**src/rtl/burst_arbiter_pkg.sv**
```systemverilog
// Shared types and constants for the cacheline burst arbiter.
// A 256-bit line moves as four 64-bit beats over the memory port.
package burst_arb_pkg;

   localparam int unsigned LINE_W  = 256;
   localparam int unsigned BURST_W = 64;
   localparam int unsigned ADDR_W  = 32;
   localparam int unsigned BEATS   = LINE_W / BURST_W;

   typedef logic [LINE_W-1:0]  line_t;
   typedef logic [BURST_W-1:0] beat_t;
   typedef logic [1:0]         beat_idx_t;

   typedef enum logic [1:0] {IDLE, RD_BURST, WR_BURST, DONE} arb_state_e;
   typedef enum logic {OWN_I, OWN_D} arb_owner_e;

   function automatic logic [ADDR_W-1:0] line_align(input logic [ADDR_W-1:0] addr);
      return addr & ~ADDR_W'(LINE_W / 8 - 1);
   endfunction

endpackage

```
**src/rtl/burst_arbiter_if.sv**
```systemverilog
// Burst memory port: the arbiter is master, physical memory is slave.
interface burst_arbiter_if;
   import burst_arb_pkg::*;

   logic              mem_read;
   logic              mem_write;
   logic [ADDR_W-1:0] mem_addr;
   beat_t             mem_wdata;
   beat_t             mem_rdata;
   logic              mem_resp;

   modport master (
      output mem_read, mem_write, mem_addr, mem_wdata,
      input  mem_rdata, mem_resp
   );

   modport slave (
      input  mem_read, mem_write, mem_addr, mem_wdata,
      output mem_rdata, mem_resp
   );

endinterface

```
**src/rtl/burst_arbiter_cacheline_adaptor.sv**
```systemverilog
// Line buffer and beat sequencer: turns one granted line request into a
// 4-beat memory burst, then spends one cycle in DONE to signal completion.
module cacheline_adaptor
   import burst_arb_pkg::*;
(
   input  logic            clk,
   input  logic            rst,
   input  logic            start,
   input  logic            wr,
   input  line_t           wline,
   output logic            idle,
   output logic            done,
   output line_t           line,
   burst_arbiter_if.master mem
);

   arb_state_e state_q;
   beat_idx_t  beat_q;
   line_t      line_q;

   always_ff @(posedge clk) begin
      if (rst) begin
         state_q <= IDLE;
         beat_q  <= '0;
         line_q  <= '0;
      end else begin
         unique case (state_q)
            IDLE: begin
               if (start) begin
                  beat_q <= '0;
                  if (wr) begin
                     line_q  <= wline;
                     state_q <= WR_BURST;
                  end else begin
                     state_q <= RD_BURST;
                  end
               end
            end
            RD_BURST: begin
               if (mem.mem_resp) begin
                  line_q[{beat_q, 6'd0} +: BURST_W] <= mem.mem_rdata;
                  beat_q <= beat_q + 2'd1;
                  if (beat_q == 2'(BEATS - 1)) state_q <= DONE;
               end
            end
            WR_BURST: begin
               if (mem.mem_resp) begin
                  beat_q <= beat_q + 2'd1;
                  if (beat_q == 2'(BEATS - 1)) state_q <= DONE;
               end
            end
            DONE:    state_q <= IDLE;
            default: state_q <= IDLE;
         endcase
      end
   end

   assign idle          = (state_q == IDLE);
   assign done          = (state_q == DONE);
   assign line          = line_q;
   assign mem.mem_read  = (state_q == RD_BURST);
   assign mem.mem_write = (state_q == WR_BURST);
   // Write beat follows the live counter so the next beat is ready the cycle after a resp.
   assign mem.mem_wdata = (state_q == WR_BURST) ? line_q[{beat_q, 6'd0} +: BURST_W] : '0;

endmodule

```
**src/rtl/burst_arbiter.sv**
```systemverilog
// Fixed-priority (D over I) arbiter in front of a single burst memory port;
// latches owner and line address on grant and steers the completion pulse.
module burst_arbiter
   import burst_arb_pkg::*;
(
   input  logic              clk,
   input  logic              rst,
   input  logic              i_read,
   input  logic [ADDR_W-1:0] i_addr,
   output line_t             i_rdata,
   output logic              i_resp,
   input  logic              d_read,
   input  logic              d_write,
   input  logic [ADDR_W-1:0] d_addr,
   input  line_t             d_wdata,
   output line_t             d_rdata,
   output logic              d_resp,
   burst_arbiter_if.master   mem
);

   logic              idle;
   logic              done;
   logic              grant_d;
   logic              start;
   line_t             line;
   arb_owner_e        owner_q;
   logic [ADDR_W-1:0] addr_q;

   assign grant_d = d_read | d_write;
   assign start   = idle & (grant_d | i_read);

   always_ff @(posedge clk) begin
      if (rst) begin
         owner_q <= OWN_I;
         addr_q  <= '0;
      end else if (start) begin
         owner_q <= grant_d ? OWN_D : OWN_I;
         addr_q  <= line_align(grant_d ? d_addr : i_addr);
      end
   end

   // A simultaneous d_read/d_write is served as a write.
   cacheline_adaptor u_adaptor (
      .clk   (clk),
      .rst   (rst),
      .start (start),
      .wr    (d_write),
      .wline (d_wdata),
      .idle  (idle),
      .done  (done),
      .line  (line),
      .mem   (mem)
   );

   assign mem.mem_addr = addr_q;
   assign i_rdata      = line;
   assign d_rdata      = line;
   assign i_resp       = done & (owner_q == OWN_I);
   assign d_resp       = done & (owner_q == OWN_D);

   a_no_dual_d_req : assert property (@(posedge clk) disable iff (rst) !(d_read && d_write))
      else $error("d_read and d_write asserted together");

endmodule

```
**src/flat_wrapper.sv**
```systemverilog
// flat-port wrapper written by rule: the top's interface ports become plain ports
module burst_arbiter_flat import burst_arb_pkg::*;
  (clk, rst, i_read, i_addr, i_rdata, i_resp, d_read, d_write, d_addr, d_wdata, d_rdata, d_resp, mem_mem_read, mem_mem_write, mem_mem_addr, mem_mem_wdata, mem_mem_rdata, mem_mem_resp);
  burst_arbiter_if mem_i ();
  input  logic clk;
  input  logic rst;
  input  logic i_read;
  input  logic [ADDR_W-1:0] i_addr;
  output line_t i_rdata;
  output logic i_resp;
  input  logic d_read;
  input  logic d_write;
  input  logic [ADDR_W-1:0] d_addr;
  input  line_t d_wdata;
  output line_t d_rdata;
  output logic d_resp;
  output wire logic [$bits(mem_i.mem_read)-1:0] mem_mem_read;
  output wire logic [$bits(mem_i.mem_write)-1:0] mem_mem_write;
  output wire logic [$bits(mem_i.mem_addr)-1:0] mem_mem_addr;
  output wire logic [$bits(mem_i.mem_wdata)-1:0] mem_mem_wdata;
  input wire logic [$bits(mem_i.mem_rdata)-1:0] mem_mem_rdata;
  input wire logic [$bits(mem_i.mem_resp)-1:0] mem_mem_resp;
  assign mem_mem_read = mem_i.mem_read;
  assign mem_mem_write = mem_i.mem_write;
  assign mem_mem_addr = mem_i.mem_addr;
  assign mem_mem_wdata = mem_i.mem_wdata;
  assign mem_i.mem_rdata = mem_mem_rdata;
  assign mem_i.mem_resp = mem_mem_resp;
  burst_arbiter u_core (.clk(clk), .rst(rst), .i_read(i_read), .i_addr(i_addr), .i_rdata(i_rdata), .i_resp(i_resp), .d_read(d_read), .d_write(d_write), .d_addr(d_addr), .d_wdata(d_wdata), .d_rdata(d_rdata), .d_resp(d_resp), .mem(mem_i));
endmodule
```
**config.mk**
```make
export PLATFORM = sky130hd
export DESIGN_NAME = burst_arbiter_flat
export DESIGN_NICKNAME = d
export VERILOG_FILES = /design/src/rtl/burst_arbiter_pkg.sv /design/src/rtl/burst_arbiter_if.sv /design/src/rtl/burst_arbiter_cacheline_adaptor.sv /design/src/rtl/burst_arbiter.sv /design/src/flat_wrapper.sv
export SDC_FILE = /design/constraint.sdc
export NUM_CORES = 1
export LEC_CHECK = 0
export BUFFER_PORTS_ARGS = -buffer_cell sky130_fd_sc_hd__buf_2
export CAP_MARGIN = 40
export CORE_AREA = 3 3 388 390
export CTS_CLUSTER_DIAMETER = 200
export DETAILED_ROUTE_END_ITERATION = 7
export DIE_AREA = 0 0 391 393
export GPL_TIMING_DRIVEN = 0
export HOLD_SLACK_MARGIN = 0.15
export PLACE_DENSITY = 0.38
export SKIP_LAST_GASP = 1
export SLEW_MARGIN = 15
export SYNTH_ARGS = -nofsm -noshare
export SYNTH_HDL_FRONTEND = slang
export SYNTH_SLANG_ARGS = --single-unit
```
**constraint.sdc**
```tcl
create_clock -name clk -period 4.5 [get_ports clk]
set_input_delay 0.225 -clock clk [delete_from_list [all_inputs] [get_ports clk]]
set_output_delay 0.225 -clock clk [all_outputs]
set_load 0.05 [all_outputs]
```
## Word-level counts from Yosys, hierarchy flattened

Index checks and enable logic that the tools add are counted.
W data, S select, Z words.

- Flip-flop bits (word level): 288
- Latch bits: 0
- RAM bits: 0
- Memory bits (read-only): 0
- Bits of input ports: 390
- Output and inout port bits: 612
- Word-level logic and storage cells: 48
- Memories kept: 0

- Add/subtract/negate cells: 2
- Multipliers: 0
- Div/mod/pow operators: 0
- Magnitude comparators: 0
- Equality and inequality tests: 9
- Shift-type cells: 3
- Muxes and demuxes: 16
- Bitwise gates (word level): 6
- Reduce and logical (&&, ||, !) cells: 7

Operators with widths:

| operator | number |
|---|---|
| $mux W256 | 3 |
| $pmux W256 S2 | 1 |
| $bwmux W256 | 1 |
| $shift A64 B10 Y256 const A | 1 |
| $shiftx A256 B9 Y64 | 1 |
| $shiftx A64 B10 Y256 | 1 |
| $mux W64 | 1 |
| $mux W32 | 1 |
| $mux W2 | 6 |
| $neg A8 Y10 | 1 |
| $eq A2 B2 Y1 const B | 3 |
| $ne A2 B1 Y1 const B | 3 |
| $pmux W2 S3 | 1 |
| $reduce_and A3 Y1 | 2 |
| $ne A2 B2 Y1 const B | 2 |
| $pmux W2 S2 | 1 |
| $reduce_and A4 Y1 | 1 |
| $reduce_bool A2 Y1 | 2 |
| $and A1 B1 Y1 | 3 |
| $add A2 B1 Y2 const B | 1 |
| $eq A2 B1 Y1 const B | 1 |
| $logic_not A2 Y1 | 1 |
| $or A1 B1 Y1 | 2 |
| $reduce_or A2 Y1 | 1 |
| 2 further kinds | 2 |

## Logic depth before layout (Yosys ltp)

- Word-level depth: 5
- Mapped depth: 10
- Gate-level depth less buffers: 5

## Least setup slack after synthesis

OpenSTA, ideal clock, no wires.

- Kind: flip-flop to flip-flop
- Start point: reg u_core.u_adaptor.beat_q[1]
- End point: reg u_core.u_adaptor.line_q[142] (netlist: u_core.u_adaptor.line[142])
- Library setup time: 0.089 ns
- Arrival time: 2.281 ns
- Data required time: 4.411 ns
- Slack: 2.130 ns
- Stages on the path, launching flop included: 10
- Buffers on the path: 4
- Clock period less this slack: 2.370 ns
- Cells stage by stage: dfxtp_1 -> buf_2 -> buf_1 -> inv_1 -> ha_1 -> nor2b_1 -> clkbuf_2 -> clkbuf_1 -> nand4_1 -> a311oi_2

- Word-level cells in the longest chain between the ends: 5
- Elaborated cells between the ends (all ways): 6
- Those cells by class: add/sub (1); shift (2); mux (3)

Ends and longest elaborated chain:

| what | line | source |
|---|---|---|
| from (decl) | burst_arbiter_cacheline_adaptor.sv:18 | `beat_idx_t beat_q;` |
| from (signal assigned) | burst_arbiter_cacheline_adaptor.sv:42 | `beat_q <= beat_q + 2'd1;` |
| from (signal assigned) | burst_arbiter_cacheline_adaptor.sv:48 | `beat_q <= beat_q + 2'd1;` |
| $neg A8 Y10 (*) | burst_arbiter_cacheline_adaptor.sv:41 | `line_q[{beat_q, 6'd0} +: BURST_W] <= mem.mem_rdata;` |
| $shiftx A64 B10 Y256 or $shift A64 B10 Y256 (tied branches) | burst_arbiter_cacheline_adaptor.sv:41 |  |
| $bwmux W256 (*) | burst_arbiter_cacheline_adaptor.sv:41 |  |
| $mux W256 (*) | burst_arbiter_cacheline_adaptor.sv:40 | `if (mem.mem_resp) begin` |
| $pmux W256 S2 (*) | burst_arbiter_cacheline_adaptor.sv:27 | `unique case (state_q)` |
| to (signal assigned) | burst_arbiter_cacheline_adaptor.sv:32 | `line_q <= wline;` |
| to (signal, indexed assignment) | burst_arbiter_cacheline_adaptor.sv:41 |  |
| to (decl) | burst_arbiter_cacheline_adaptor.sv:19 | `line_t line_q;` |

Every way passes the cells marked *; elsewhere a longest branch is shown, timed or not. The select of a mux whose other input is x is not followed.
A chain may end at the register's enable or synchronous reset.

## Worst setup path after layout

- Start point: reg u_core.u_adaptor.beat_q[1]
- End point: reg u_core.u_adaptor.line_q[79] (netlist: u_core.u_adaptor.line[79])

The elaborated chain is that of the path after synthesis.

==> summary.json <==
{
  "outcome": {
    "outcome": "completed"
  },
  "sta": {
    "maxClockFrequency_mhz": 241,
    "grt_setup_unrepaired": "false",
    "final_hold_viol_count": 0,
    "hold-worst-slack_ns": 0.199,
    "skew_ns": 0.0228,
    "relSlewSlack_pct": 41.0,
    "final_period_minus_worst_setup_slack_ns": 4.15,
    "tightestPinTransition_ns": 0.885,
    "period_share_pct": 92.3,
    "setup_viol": 0,
    "report.final.slew_viol_count": 0
  },
  "global_routing": {
    "grt_first_pass_wirelength_mm": 220,
    "grt_remaining_overflow": 0,
    "vias_in_the_first_global_route": 24600,
    "gr-usage-all-layers_pct": 20.9,
    "antenna_found_initial": 59,
    "grt_max_degree": 20
  },
  "synthesis": {
    "synth_seq_area_share_pct": 28.8,
    "synthesis.area_mm2": 0.0200,
    "synth.top_cell.area_share_pct": 28.8,
    "synth_common_cells": "dfxtp_1, buf_4, a21oi_1, nand2b_1, a311oi_2",
    "post-synth-top-area-cell": "dfxtp_1",
    "synth-edff-count": 0,
    "avgSynthCellArea_um2": 9.44,
    "post_synth_num_cell_types": 36,
    "async_flop_share_pct": 0,
    "yosysMostFrequentCell": "dfxtp_1",
    "postSynthRegisterBits": 288,
    "synthesis.yosys.warnings": 0,
    "synthesis.instances": 2117,
    "most_area_consuming_cells_after_synthesis": "dfxtp_1, a311oi_2, buf_4",
    "synth-main-ff-cell": "dfxtp_1"
  },
  "detailed_routing": {
    "drt-vias-per-instance": 4.34,
    "wire_per_inst_um": 29.7,
    "drt_first_pass_iters": 5,
    "vias": 24600,
    "antenna_left": 0,
    "drcViolationCount": 0,
    "wirelength_mm": 168,
    "initialDrtViolationCount": 1599
  },
  "clock_tree": {
    "cts_buffer_depth": 3,
    "clk_root_buffer_cell": "clkbuf_16",
    "tritoncts.num_buffers": 44,
    "tritoncts": "built",
    "htreeDepth": 2,
    "cts.reportedPaths.clkPinSlew_ns": 0.06,
    "cts.sinks": 288,
    "clk-insertion-delay-late_ns": 0.61
  },
  "die": {
    "chipWidth_um": 391,
    "num_rows": 141,
    "chipHeight_um": 393,
    "start_util_pct": 13.6,
    "core_region_area_mm2": 0.147,
    "number_of_i_o_pins": 1002,
    "design.die.area_mm2": 0.154
  },
  "final_layout": {
    "share_of_cells_above_drive_strength_1_pct": 48.6,
    "layout.cell_area.non_filler_mm2": 0.0341,
    "layout_overhead_on_the_synthesized_area_pct": 70.8,
    "layout.nets": 4071
  },
  "pwr": {
    "power.density_cell_area_mw_per_mm2": 923,
    "static-leakage-power_uw": 0.0148,
    "ir_worst_vdd_v": 0.000474
  },
  "critical_path": {
    "setup.worst_path.start": "u_core.u_adaptor.beat_q[1]",
    "cp.required_ns": 5.04,
    "path_max_fanout": 20,
    "regToRegStartpoint": "u_core.u_adaptor.beat_q[1]",
    "cp-end-kind": "flop",
    "worst-endpoint-arrival_ns": 4.70,
    "timing.setup.critical_path_class": "reg2reg",
    "timing.critical_path.from_type": "flop"
  },
  "worst_hold_path": {
    "hold_path.startpoint": "mem_mem_rdata[13]",
    "hold_class": "in2reg"
  },
  "placement": {
    "detailed_place_hpwl_mm": 135,
    "dpl_cell_area_mm2": 0.0277,
    "count_of_input_and_output_buffers": 983,
    "globalplace.congestion": 0.843
  },
  "flow_run": {
    "max_cap_viol_count": 0
  }
}
## power breakdown
part	total, uW	leakage (uW)	switching, uW	internal [uW]
Clock	3560	0.000680	1530	2030
Combinational	22300	0.0118	15300	7040
Sequential	5600	0.00238	1970	3630
Total	31500	0.0148	18800	12700
## cell usage in the layout, fill, tap and decap left out, types with 5 or more instances in the layout
master / synthesis / routed
nand4_1: 130 / 130
and2_1: 69 / 69
nand2b_1: 257 / 257
buf_6: 34 / 59
nand2_1: 27 / 27
diode_2: 0 / 29
clkbuf_1: 113 / 110
a311oi_1: 43 / 43
clkbuf_2: 2 / 11
clkinv_2: 0 / 9
a21oi_1: 261 / 261
clkbuf_16: 0 / 45
a311oi_2: 240 / 240
nor2_1: 27 / 27
conb_1: 1 / 5
mux4_2: 64 / 64
nand3_1: 128 / 128
o21ai_0: 27 / 27
nor2b_1: 6 / 6
buf_4: 270 / 270
buf_2: 89 / 1073
ha_1: 9 / 9
dfxtp_1: 288 / 288
dlygate4sd3_1: 0 / 492
## sequential cells by signal (all words and copies together), names as in the netlist
| signal | cells |
|---|---|
| u_core.u_adaptor.beat_q | 2 |
| u_core.u_adaptor.line | 256 |
| u_core.u_adaptor.state_q | 2 |
| u_core.owner_q | 1 |
| u_core.mem.mem_addr | 27 |
## worst max-delay path: stages, from the launching register on
cell and delay [ns]:
dfxtp_1 0.66, clkbuf_4 0.58, inv_1 0.16, ha_1 0.47
clkbuf_1 0.33, buf_6 0.19, clkbuf_1 0.48, nand4_1 0.28
a311oi_2 0.29, dlygate4sd3_1 0.60
## kinds of logic after synthesis
logic type,synth area share (%)
buffers and inverters,16.7
AO/OA/AOI/OAI,27.6
other,0.0188
adder cells (fa/ha/maj),0.563
multiplexers,7.34
AND/OR/NAND/NOR,19.0
flip-flops,28.8
## layout make-up
class / instances / area [um^2]
fillers: 16400 / 113000
multi-input cells: 1314 / 10900
repair buffers: 1506 / 10300
flip-flops and latches: 288 / 5770
plain buffers: 514 / 3330
well taps: 1930 / 2410
clock buffers: 53 / 1180
clock inverters: 20 / 203
diodes: 29 / 72.6
inverters: 4 / 15.0
## routing by layer
| metal | part of all wire, % | wire [um] | global-route usage, % | up-vias |
|---|---|---|---|---|
| li1 | - | - | - | 10800 |
| met4 | 3.4 | 5730 | 6.79 | 30 |
| met3 | 6.5 | 10900 | 4.42 | 233 |
| met1 | 42 | 70800 | 26.5 | 12400 |
| met5 | 0.11 | 191 | 0 | - |
| met2 | 48 | 80300 | 35.2 | 1098 |
## path summary, 6_finish.rpt
kind | end | slack, ns | cells past startpoint
setup reg to reg | u_core.u_adaptor.line[79] | 0.35 | 9
hold / removal | u_core.u_adaptor.line[141] | 0.20 | 3
hold reg to reg | u_core.owner_q | 0.48 | 2
setup / recovery | u_core.u_adaptor.line[79] | 0.35 | 9
## through the flow
step | utilization (%) | setup TNS (ns) | instances | power [uW] | worst slack (ns)
6_report | 23.1 | 0 | 5658 | 31500 | 0.346
5_1_grt | 23.1 | 0 | 5637 | 32800 | 0.235
4_1_cts | 23.1 | 0 | 5624 | 31700 | 0.0298
3_5_place_dp | 18.8 | -1.84 | 5060 | 27000 | -0.188
3_3_place_gp | 18.5 | -16.27 | 5034 | 26800 | -0.450
2_1_floorplan | - | 0 | 2121 | 19700 | 2.13
## what timing repair did
action	4_1_cts	5_1_grt
endpoints found under the hold margin	287	0
setup endpoints to repair	46	1
buffers inserted	0	0
hold buffers	492	0
resized for setup	0	1
(Power assumes the default switching activity.)
